**config.mk**
```make
export PLATFORM = sky130hd
export DESIGN_NAME = fifo_wr_arb
export DESIGN_NICKNAME = d
export VERILOG_FILES = /design/src/rtl/fifo_wr_arb_pkg.sv /design/src/rtl/fifo_wr_arb_rr_pick.sv /design/src/rtl/fifo_wr_arb.sv
export SDC_FILE = /design/constraint.sdc
export NUM_CORES = 1
export LEC_CHECK = 0
export ABC_AREA = 1
export CORE_MARGIN = 3
export CORE_UTILIZATION = 30
export CTS_CLUSTER_DIAMETER = 200
export DETAILED_ROUTE_END_ITERATION = 10
export GPL_TIMING_DRIVEN = 0
export HOLD_SLACK_MARGIN = 0.02
export PLACE_DENSITY = 0.91
export SETUP_SLACK_MARGIN = 0.4
export SLEW_MARGIN = 20
export SYNTH_ARGS = -nofsm -noshare
export SYNTH_HDL_FRONTEND = slang
export SYNTH_SLANG_ARGS = --single-unit
```
**constraint.sdc**
```tcl
create_clock -name clk_i -period 2.1 [get_ports clk_i]
set_input_delay 0.21 -clock clk_i [delete_from_list [all_inputs] [get_ports clk_i]]
set_output_delay 0.21 -clock clk_i [all_outputs]
set_load 0.01 [all_outputs]
```
**src/rtl/fifo_wr_arb_pkg.sv**
```systemverilog
// fifo_wr_arb_pkg
// Shared definitions for the fifo write arbiter: the arbiter FSM state
// type, the statistics counter width and a small index helper.
package fifo_wr_arb_pkg;

    // Arbiter FSM: IDLE owns nothing, BUSY streams beats from one owner.
    typedef enum logic {
        IDLE = 1'b0,
        BUSY = 1'b1
    } arb_state_e;

    // Width of each per-requester accepted-beat counter.
    localparam int STAT_W = 16;

    // Circular increment of a requester index in the range 0..n-1.
    function automatic int wrap_inc(input int idx, input int n);
        return (idx + 1 >= n) ? 0 : idx + 1;
    endfunction

endpackage

```
**src/rtl/fifo_wr_arb_rr_pick.sv**
```systemverilog
// rr_pick
// Combinational round-robin priority search. Starting at index 'start'
// and wrapping around, returns the first set bit of 'req'.
//
// Parameters:
//   N  - number of request lines
//   IW - index width
// Ports:
//   req   - request vector
//   start - index that gets highest priority
//   valid - at least one request is set
//   idx   - index of the selected request (0 when valid is low)
module rr_pick
    import fifo_wr_arb_pkg::*;
#(
    parameter int N  = 4,
    parameter int IW = (N > 1) ? $clog2(N) : 1
) (
    input  logic [N-1:0]  req,
    input  logic [IW-1:0] start,
    output logic          valid,
    output logic [IW-1:0] idx
);

    // Walk all N positions from 'start'; the first hit wins.
    always_comb begin
        int          cand;
        logic [IW-1:0] cand_idx;
        cand     = 0;
        cand_idx = '0;
        valid    = 1'b0;
        idx      = '0;
        for (int i = 0; i < N; i++) begin
            cand = int'(start) + i;
            if (cand >= N) begin
                cand = cand - N;
            end
            cand_idx = IW'(cand);
            if (!valid && req[cand_idx]) begin
                valid = 1'b1;
                idx   = cand_idx;
            end
        end
    end

endmodule

```
**src/rtl/fifo_wr_arb.sv**
```systemverilog
// fifo_wr_arb
// Round-robin write arbiter in front of a single fifo. One requester at a
// time owns the fifo write port for up to BURST accepted beats; ownership
// is released early when the owner drops its request. Re-arbitration on
// release happens in the same edge, so there is no idle bubble between
// bursts, and the previous owner gets lowest priority.
//
// Optional feature (macro FIFO_WR_ARB_STATS_EN): one saturating 16-bit
// accepted-beat counter per requester. Without the macro, stats_o is tied
// to zero and stats_clr_i is ignored.
//
// Parameters:
//   WIDTH - data word width (matches the fifo)
//   N_REQ - number of requesters (2..16)
//   BURST - maximum accepted beats per grant (1..256)
// Ports:
//   clk_i        - clock, rising edge
//   rst_i        - asynchronous active-low reset
//   req_i        - per-requester write request
//   data_i       - requester k's word at [k*WIDTH +: WIDTH]
//   fifo_full_i  - fifo full flag
//   gnt_o        - registered one-hot owner, zero when idle
//   ack_o        - combinational per-requester beat accepted
//   fifo_wr_en_o - fifo write enable
//   fifo_data_o  - fifo write data (owner's word, zero when idle)
//   stats_clr_i  - synchronous clear of the statistics counters
//   stats_o      - per-requester accepted-beat counters, 16 bits each
module fifo_wr_arb
    import fifo_wr_arb_pkg::*;
#(
    parameter int WIDTH = 32,
    parameter int N_REQ = 4,
    parameter int BURST = 4
) (
    input  logic                    clk_i,
    input  logic                    rst_i,
    input  logic [N_REQ-1:0]        req_i,
    input  logic [N_REQ*WIDTH-1:0]  data_i,
    input  logic                    fifo_full_i,
    output logic [N_REQ-1:0]        gnt_o,
    output logic [N_REQ-1:0]        ack_o,
    output logic                    fifo_wr_en_o,
    output logic [WIDTH-1:0]        fifo_data_o,
    input  logic                    stats_clr_i,
    output logic [N_REQ*STAT_W-1:0] stats_o
);

    localparam int IW = $clog2(N_REQ);
    localparam int BW = $clog2(BURST) + 1;
    localparam logic [IW-1:0]    LAST_IDX  = IW'(N_REQ - 1);
    localparam logic [BW-1:0]    BURST_LEN = BW'(BURST);
    localparam logic [N_REQ-1:0] ONE_HOT0  = N_REQ'(1);

    arb_state_e        state_q, state_d;
    logic [IW-1:0]     owner_q, owner_d;
    logic [IW-1:0]     last_q,  last_d;
    logic [BW-1:0]     beat_q,  beat_d;
    logic [N_REQ-1:0]  gnt_q,   gnt_d;

    logic [IW-1:0]     pick_base;
    logic [IW-1:0]     pick_start;
    logic              pick_valid;
    logic [IW-1:0]     pick_idx;
    logic [BW-1:0]     beat_inc;
    logic              owner_req;
    logic              release_now;

    // A beat is accepted only for the granted requester while the fifo has room.
    assign ack_o        = gnt_q & req_i & {N_REQ{~fifo_full_i}};
    assign fifo_wr_en_o = |ack_o;
    assign gnt_o        = gnt_q;

    assign owner_req = req_i[owner_q];
    assign beat_inc  = beat_q + BW'(1);

    // In BUSY a release makes the current owner the new last_owner, so the
    // search always starts one past whichever index is "last" right now.
    assign pick_base  = (state_q == BUSY) ? owner_q : last_q;
    assign pick_start = IW'(wrap_inc(int'(pick_base), N_REQ));

    rr_pick #(
        .N  (N_REQ),
        .IW (IW)
    ) u_rr_pick (
        .req   (req_i),
        .start (pick_start),
        .valid (pick_valid),
        .idx   (pick_idx)
    );

    // Owner word mux; zero whenever nobody owns the port.
    always_comb begin
        fifo_data_o = '0;
        if (state_q == BUSY) begin
            for (int k = 0; k < N_REQ; k++) begin
                if (owner_q == IW'(k)) begin
                    fifo_data_o = data_i[k*WIDTH +: WIDTH];
                end
            end
        end
    end

    // Next-state logic for the arbiter FSM.
    always_comb begin
        state_d     = state_q;
        owner_d     = owner_q;
        last_d      = last_q;
        beat_d      = beat_q;
        gnt_d       = gnt_q;
        release_now = 1'b0;
        case (state_q)
            IDLE: begin
                if (pick_valid) begin
                    state_d = BUSY;
                    owner_d = pick_idx;
                    beat_d  = '0;
                    gnt_d   = ONE_HOT0 << pick_idx;
                end
            end
            BUSY: begin
                // A dropped request releases without a beat, even when full.
                if (!owner_req) begin
                    release_now = 1'b1;
                end else if (!fifo_full_i) begin
                    beat_d = beat_inc;
                    if (beat_inc == BURST_LEN) begin
                        release_now = 1'b1;
                    end
                end
                if (release_now) begin
                    last_d = owner_q;
                    beat_d = '0;
                    if (pick_valid) begin
                        owner_d = pick_idx;
                        gnt_d   = ONE_HOT0 << pick_idx;
                    end else begin
                        state_d = IDLE;
                        gnt_d   = '0;
                    end
                end
            end
            default: begin
                state_d = IDLE;
                gnt_d   = '0;
            end
        endcase
    end

    // Arbiter state registers; last_owner resets to N_REQ-1 so the first
    // grant after reset goes to requester 0 first.
    always_ff @(posedge clk_i or negedge rst_i) begin
        if (!rst_i) begin
            state_q <= IDLE;
            owner_q <= '0;
            last_q  <= LAST_IDX;
            beat_q  <= '0;
            gnt_q   <= '0;
        end else begin
            state_q <= state_d;
            owner_q <= owner_d;
            last_q  <= last_d;
            beat_q  <= beat_d;
            gnt_q   <= gnt_d;
        end
    end

`ifdef FIFO_WR_ARB_STATS_EN
    logic [STAT_W-1:0] stat_q [N_REQ];
    logic [STAT_W-1:0] stat_d [N_REQ];

    // Saturating counters; clear wins over a same-cycle increment.
    always_comb begin
        for (int k = 0; k < N_REQ; k++) begin
            stat_d[k] = stat_q[k];
            if (stats_clr_i) begin
                stat_d[k] = '0;
            end else if (ack_o[k] && (stat_q[k] != '1)) begin
                stat_d[k] = stat_q[k] + STAT_W'(1);
            end
        end
    end

    always_ff @(posedge clk_i or negedge rst_i) begin
        if (!rst_i) begin
            for (int k = 0; k < N_REQ; k++) begin
                stat_q[k] <= '0;
            end
        end else begin
            for (int k = 0; k < N_REQ; k++) begin
                stat_q[k] <= stat_d[k];
            end
        end
    end

    always_comb begin
        stats_o = '0;
        for (int k = 0; k < N_REQ; k++) begin
            stats_o[k*STAT_W +: STAT_W] = stat_q[k];
        end
    end
`else
    logic unused_stats_clr;
    assign unused_stats_clr = stats_clr_i;
    assign stats_o          = '0;
`endif

endmodule

```
; Word level (Yosys, flattened, before mapping)
; Index checks and enable logic that the tools add are counted.
[word_totals]
output_inout_bits = 105
inputBits = 136
wordCells = 96
reg_bits = 12
[classes]
n_eq_ne = 8
bitwise = 4
reduce_logical = 11
n_lt_le_gt_ge = 10
add_sub_neg = 9
n_mux = 48
n_shift = 1
[op_table]
columns = operator, count
row1 = $mux 32, 5
row2 = $mux 2, 12
row3 = $lt 2x3->1 const B, 5
row4 = $mux 1, 15
row5 = $ge 3x3->1 const B, 4
row6 = $mux 3, 4
row7 = $mux 4, 3
row8 = $bmux 1 s2, 5
row9 = $and 4x4->4, 2
row10 = $pmux 4 s2, 1
row11 = $sub 2x1->2 const B, 4
row12 = $add 2x1->3 const B, 2
row13 = $add 2x2->3 const B, 2
row14 = $pmux 3 s2, 1
row15 = $eq 2x2->1 const B, 2
row16 = $pmux 2 s2, 1
row17 = $reduce_and 2->1, 2
row18 = $reduce_or 4->1, 1
row19 = $shl 1x2->4 const A, 1
row20 = $add 3x1->3 const B, 1
row21 = $eq 3x3->1 const B, 1
row22 = $ge 2x3->1 const B, 1
row23 = $logic_and 1x1->1, 3
row24 = $logic_not 1->1, 3
row25 = 9 further kinds, 10

; Longest topological paths before layout
[logic_depth]
word_depth = 22
mapped_depth = 15
ltp_nobuf = 14

; By module
; Synthesis repeated with hierarchy kept, for this count alone.
[unflattened]
cells_unflattened = 427
hier_area_um2 = 2549.9
[by_module_without_submodules]
columns = mod, n_inst, seq_area_each_um2, area_each_um2, cells_per_inst
row1 = fifo_wr_arb, 1, 302.8, 2230.9, 368
row2 = rr_pick, 1, 0.0, 319.1, 59

; Least setup slack after synthesis
; No wires, ideal clock.
[synth_path]
path_type = reg2out
startpoint = register owner_q[1]
endpoint = output port fifo_data_o[0]
required_time_ns = 1.890
stages_incl_launch_ff = 8
arrival_ns = 1.483
n_path_buf = 2
setup_slack_ns = 0.407
path_cell_list = dfrtp_1 nor2_1 clkbuf_1 clkbuf_1 nand2_1 nand3_1 o211ai_1 inv_1
[synth_via]
elab_chain_cells = 6
word_cells_on_any_way = 9
classes_between = 3 x eq/ne / 5 x mux / 1 x reduce/logical
[synth_rtl]
columns = element, line_no
row1 = "start, declared", fifo_wr_arb.sv:55  ; logic [IW-1:0] owner_q, owner_d;
row2 = "start signal, assigned", fifo_wr_arb.sv:160  ; owner_q <= owner_d;
row3 = $logic_not 2->1, fifo_wr_arb.sv:96  ; if (owner_q == IW'(k)) begin
row4 = $mux 32 (3 in series), fifo_wr_arb.sv:96
row5 = $mux 32 (*), fifo_wr_arb.sv:96
row6 = $mux 32 (*), fifo_wr_arb.sv:94  ; if (state_q == BUSY) begin
row7 = "end, declared", fifo_wr_arb.sv:43  ; output logic [WIDTH-1:0] fifo_data_o,
; Every way passes the cells marked *; elsewhere a longest branch is shown, timed or not.

; Worst setup path after layout
[layout_path]
startpoint = register owner_q[0]
endpoint = output port fifo_data_o[28]
; Same word-level chain as after synthesis.

==> flow_metrics.tcl <==
set metrics [dict create \
    status "finished, final reports clean" \
    place_ws_ns -0.588 \
    synth_xor_area_share_pct 0 \
    ir_worst_vdd_uv 652 \
    setup_violations 0 \
    io_pins 241 \
    whs_ns 0.314 \
    first_global_vias 3586 \
    insertion_delay_ns 0.24 \
    regToRegSetupSlack_ns 0.24 \
    htreeDepth 1 \
    synthSimpleGateAreaFrac_pct 35.1 \
    grt_max_degree 13 \
    ff_latch_area_um2 305 \
    grt_pass1_wl_mm 17.7 \
    clock_sinks 12 \
    vias_per_cell 4.63 \
    cap_violations 0 \
    placementRows 32 \
    path_clk_slew_ns 0.05 \
    crit_type "reg2out" \
    cpLargestDelayFamily "buffers and inverters" \
    relSlewSlack_pct 64.3 \
    ctsHoldBuffers 0 \
    place_inst 765 \
    stdcell_count 797 \
    skew_ns 0.00438 \
    synth_fa_ha_area_share_pct 1.03 \
    worstMarginPinSlew_ns 0.535 \
    synthMuxAreaShare_pct 0 \
    synth_top_family_by_area "simple AND/OR/NAND/NOR gates" \
    cp_cell_sequence "buf_6 -> nor2_4 -> inv_2 -> clkbuf_16 -> o221ai_1 -> a21oi_1 -> buf_2" \
    core_area_mm2 0.00777 \
    synth_edf_count 0 \
    end_kind "primary output" \
    critPathLaunchType "register" \
    max_freq_ghz 0.517 \
    post-route-period-util_pct 92.1 \
    syn_inst 425 \
    die_area_mm2 0.00919 \
    drtPass1Iterations 4 \
    ctsLongestPathBuffers 2 \
    grt.total_usage_pct 24.3 \
    start_util_pct 31.2 \
    drc 0 \
    wire_per_inst_um 15.4 \
    reg2regPathDepth 14 \
    wirelength_mm 12.3 \
    path_max_fanout 5 \
    hold_violations 0 \
    dpl_cell_area_mm2 0.00454 \
    async_reset_ff_share_pct 100 \
    critPathSlowestCell "dfrtp_2" \
    grt_antenna_before_repair 0 \
    multiInputGateArea_mm2 0.00214 \
    area_growth_pct 123 \
    final_util_pct 69.4 \
    arrival_ns 1.72 \
    cp.required_ns 1.89 \
    p_per_area_mw_per_mm2 1200 \
    max_stage_delay_ns 0.47 \
    clockRootBuffer "clkbuf_8" \
    path_buf_inv 4 \
    overflow 0 \
    fillCellCount 599 \
    worst_slack_ns 0.166 \
    yosysUniqueCellTypes 34 \
    tns_ns 0 \
    drive_above_1_share_pct 37.6 \
    hpwl_mm 9.10 \
    diodes 0 \
    seq_area_frac_synth_pct 12.5 \
    dr_total_vias 3689 \
    dieWidth_um 95.9 \
    reg2reg_to "gnt_o[0]$_DFFE_PN0P_" \
    dieHeight_um 95.9 \
    min_period_ns 1.93 \
    rsz0062_at_grt "yes" \
    drt_iter0_markers 90 \
    portBuffers 175 \
    synth_warnings 0 \
    p_total_mw 6.47 \
    drv_slew 0 \
    syn_avg_cell_area_um2 5.70 \
    synth_compound_area_share_pct 21.7 \
    cp_num_cells 7 \
    cts_tree "done" \
    design_area_mm2 0.00539 \
    ys_seq_elements 12 \
    postRouteAntennaNets 0 \
    hp-class "in2async" \
    cts_buffers 3 \
    r2r-start "owner_q[0]$_DFFE_PN0P_" \
    synth_flop_cell "dfrtp_1" \
    netlist_area_mm2 0.00242 \
    p_leak_nw 2.72 \
    final_nets 834 \
    place.gp.congestion 0.914 \
]
[layer usage]
| metal | GRT usage, % | share of wire (%) | up-vias |
|---|---|---|---|
| li1 | - | - | 1799 |
| met1 | 25.2 | 35 | 1673 |
| met2 | 46.4 | 52 | 174 |
| met3 | 5.39 | 9.5 | 43 |
| met4 | 10.5 | 4.1 | 0 |
| met5 | 0 | 0 | - |
[cell families (layout without fill, tap and decap cells)]
family / count (synthesis) / count (layout)
buf+inv: 123 / 330
fa+ha+maj: 2 / 2
other cells: 1 / 64
simple gates: 205 / 205
flops: 12 / 12
compound gates: 82 / 82
[synth_stat cells, types with 5 or more instances]
| cell type | n | share of area (%) |
|---|---|---|
| a21oi_1 | 15 | 3.1 |
| buf_4 | 64 | 20 |
| clkbuf_1 | 15 | 2.3 |
| dfrtp_1 | 10 | 10 |
| inv_1 | 36 | 5.6 |
| nand2_1 | 129 | 20 |
| nand2_2 | 5 | 1.3 |
| nand3_1 | 30 | 6.2 |
| nor2_1 | 35 | 5.4 |
| o211ai_1 | 19 | 5.9 |
| o21ai_0 | 23 | 4.7 |
| o21ai_1 | 6 | 1.2 |
| o221ai_1 | 11 | 4.0 |
[sequential cells by signal (all words and copies together), names as in the netlist]
| signal | cells |
|---|---|
| last_q | 2 |
| beat_q | 3 |
| state_q | 1 |
| owner_q | 2 |
| gnt_o | 4 |
[final cells by class]
type | count | share of cell area (%)
multi-input combinational | 353 | 39.7
timing repair buffer | 203 | 35.2
clock buffer | 4 | 1.02
sequential | 12 | 5.66
inverter | 40 | 3.20
buffer | 83 | 12.8
tap | 102 | 2.37
[report_power, final]
part / internal (mW) / switching [mW]
Sequential: 0.338 / 0.0984
Clock: 0.166 / 0.0854
Combinational: 2.65 / 3.14
Total: 3.15 / 3.32
[cell usage in the layout, fill, tap and decap left out, types with 3 or more instances in the layout]
cell,n
buf_2,24
o21ai_1,11
conb_1,64
o21ai_2,5
buf_6,18
nand3_1,16
nor2_4,8
nand2_4,22
o21ai_0,13
o221ai_2,8
clkbuf_2,3
nor2_2,8
a21oi_1,11
buf_4,84
inv_2,5
o211ai_1,19
clkdlybuf4s50_1,137
a21oi_2,4
clkbuf_8,9
nand2_1,83
clkbuf_16,3
nor2_1,20
dfrtp_1,8
inv_1,31
clkbuf_4,3
nand3_2,14
nand2_2,28
o221ai_1,3
dlygate4sd2_1,4
[how the worst max path moves through the flow]
stage / from / to / slack, ns
6_report: owner_q[0]$_DFFE_PN0P_ / fifo_data_o[28] / 0.17
5_1_grt: owner_q[1]$_DFFE_PN0P_ / fifo_data_o[28] / 0.08
4_1_cts: owner_q[0]$_DFFE_PN0P_ / fifo_data_o[16] / 0.17
3_5_place_dp: owner_q[1]$_DFFE_PN0P_ / fifo_data_o[16] / -0.59
3_3_place_gp: owner_q[1]$_DFFE_PN0P_ / fifo_data_o[3] / -0.54
2_1_floorplan: owner_q[1]$_DFFE_PN0P_ / fifo_data_o[0] / 0.41
[timing repair]
| item | CTS | global route |
|---|---|---|
| buffers inserted | 21 | 4 |
| pin swaps | 28 | 32 |
| setup endpoints to repair | 45 | 43 |
| gates cloned | 3 | 0 |
| resized for setup | 253 | 90 |
[worst register-to-register path, stage by stage (launching register included)]
cell and delay, ns:
dfrtp_2 0.47, inv_4 0.10, nand2_1 0.13, nand2_8 0.15
nand2_4 0.06, nand2_4 0.10, nand2_2 0.07, nand2_4 0.08
nand2_2 0.06, nor2_4 0.14, nand3_4 0.12, nand2_4 0.10
nor2_1 0.06, nand2_1 0.06, nand2_1 0.05
Power figures use the tool's default switching activity.
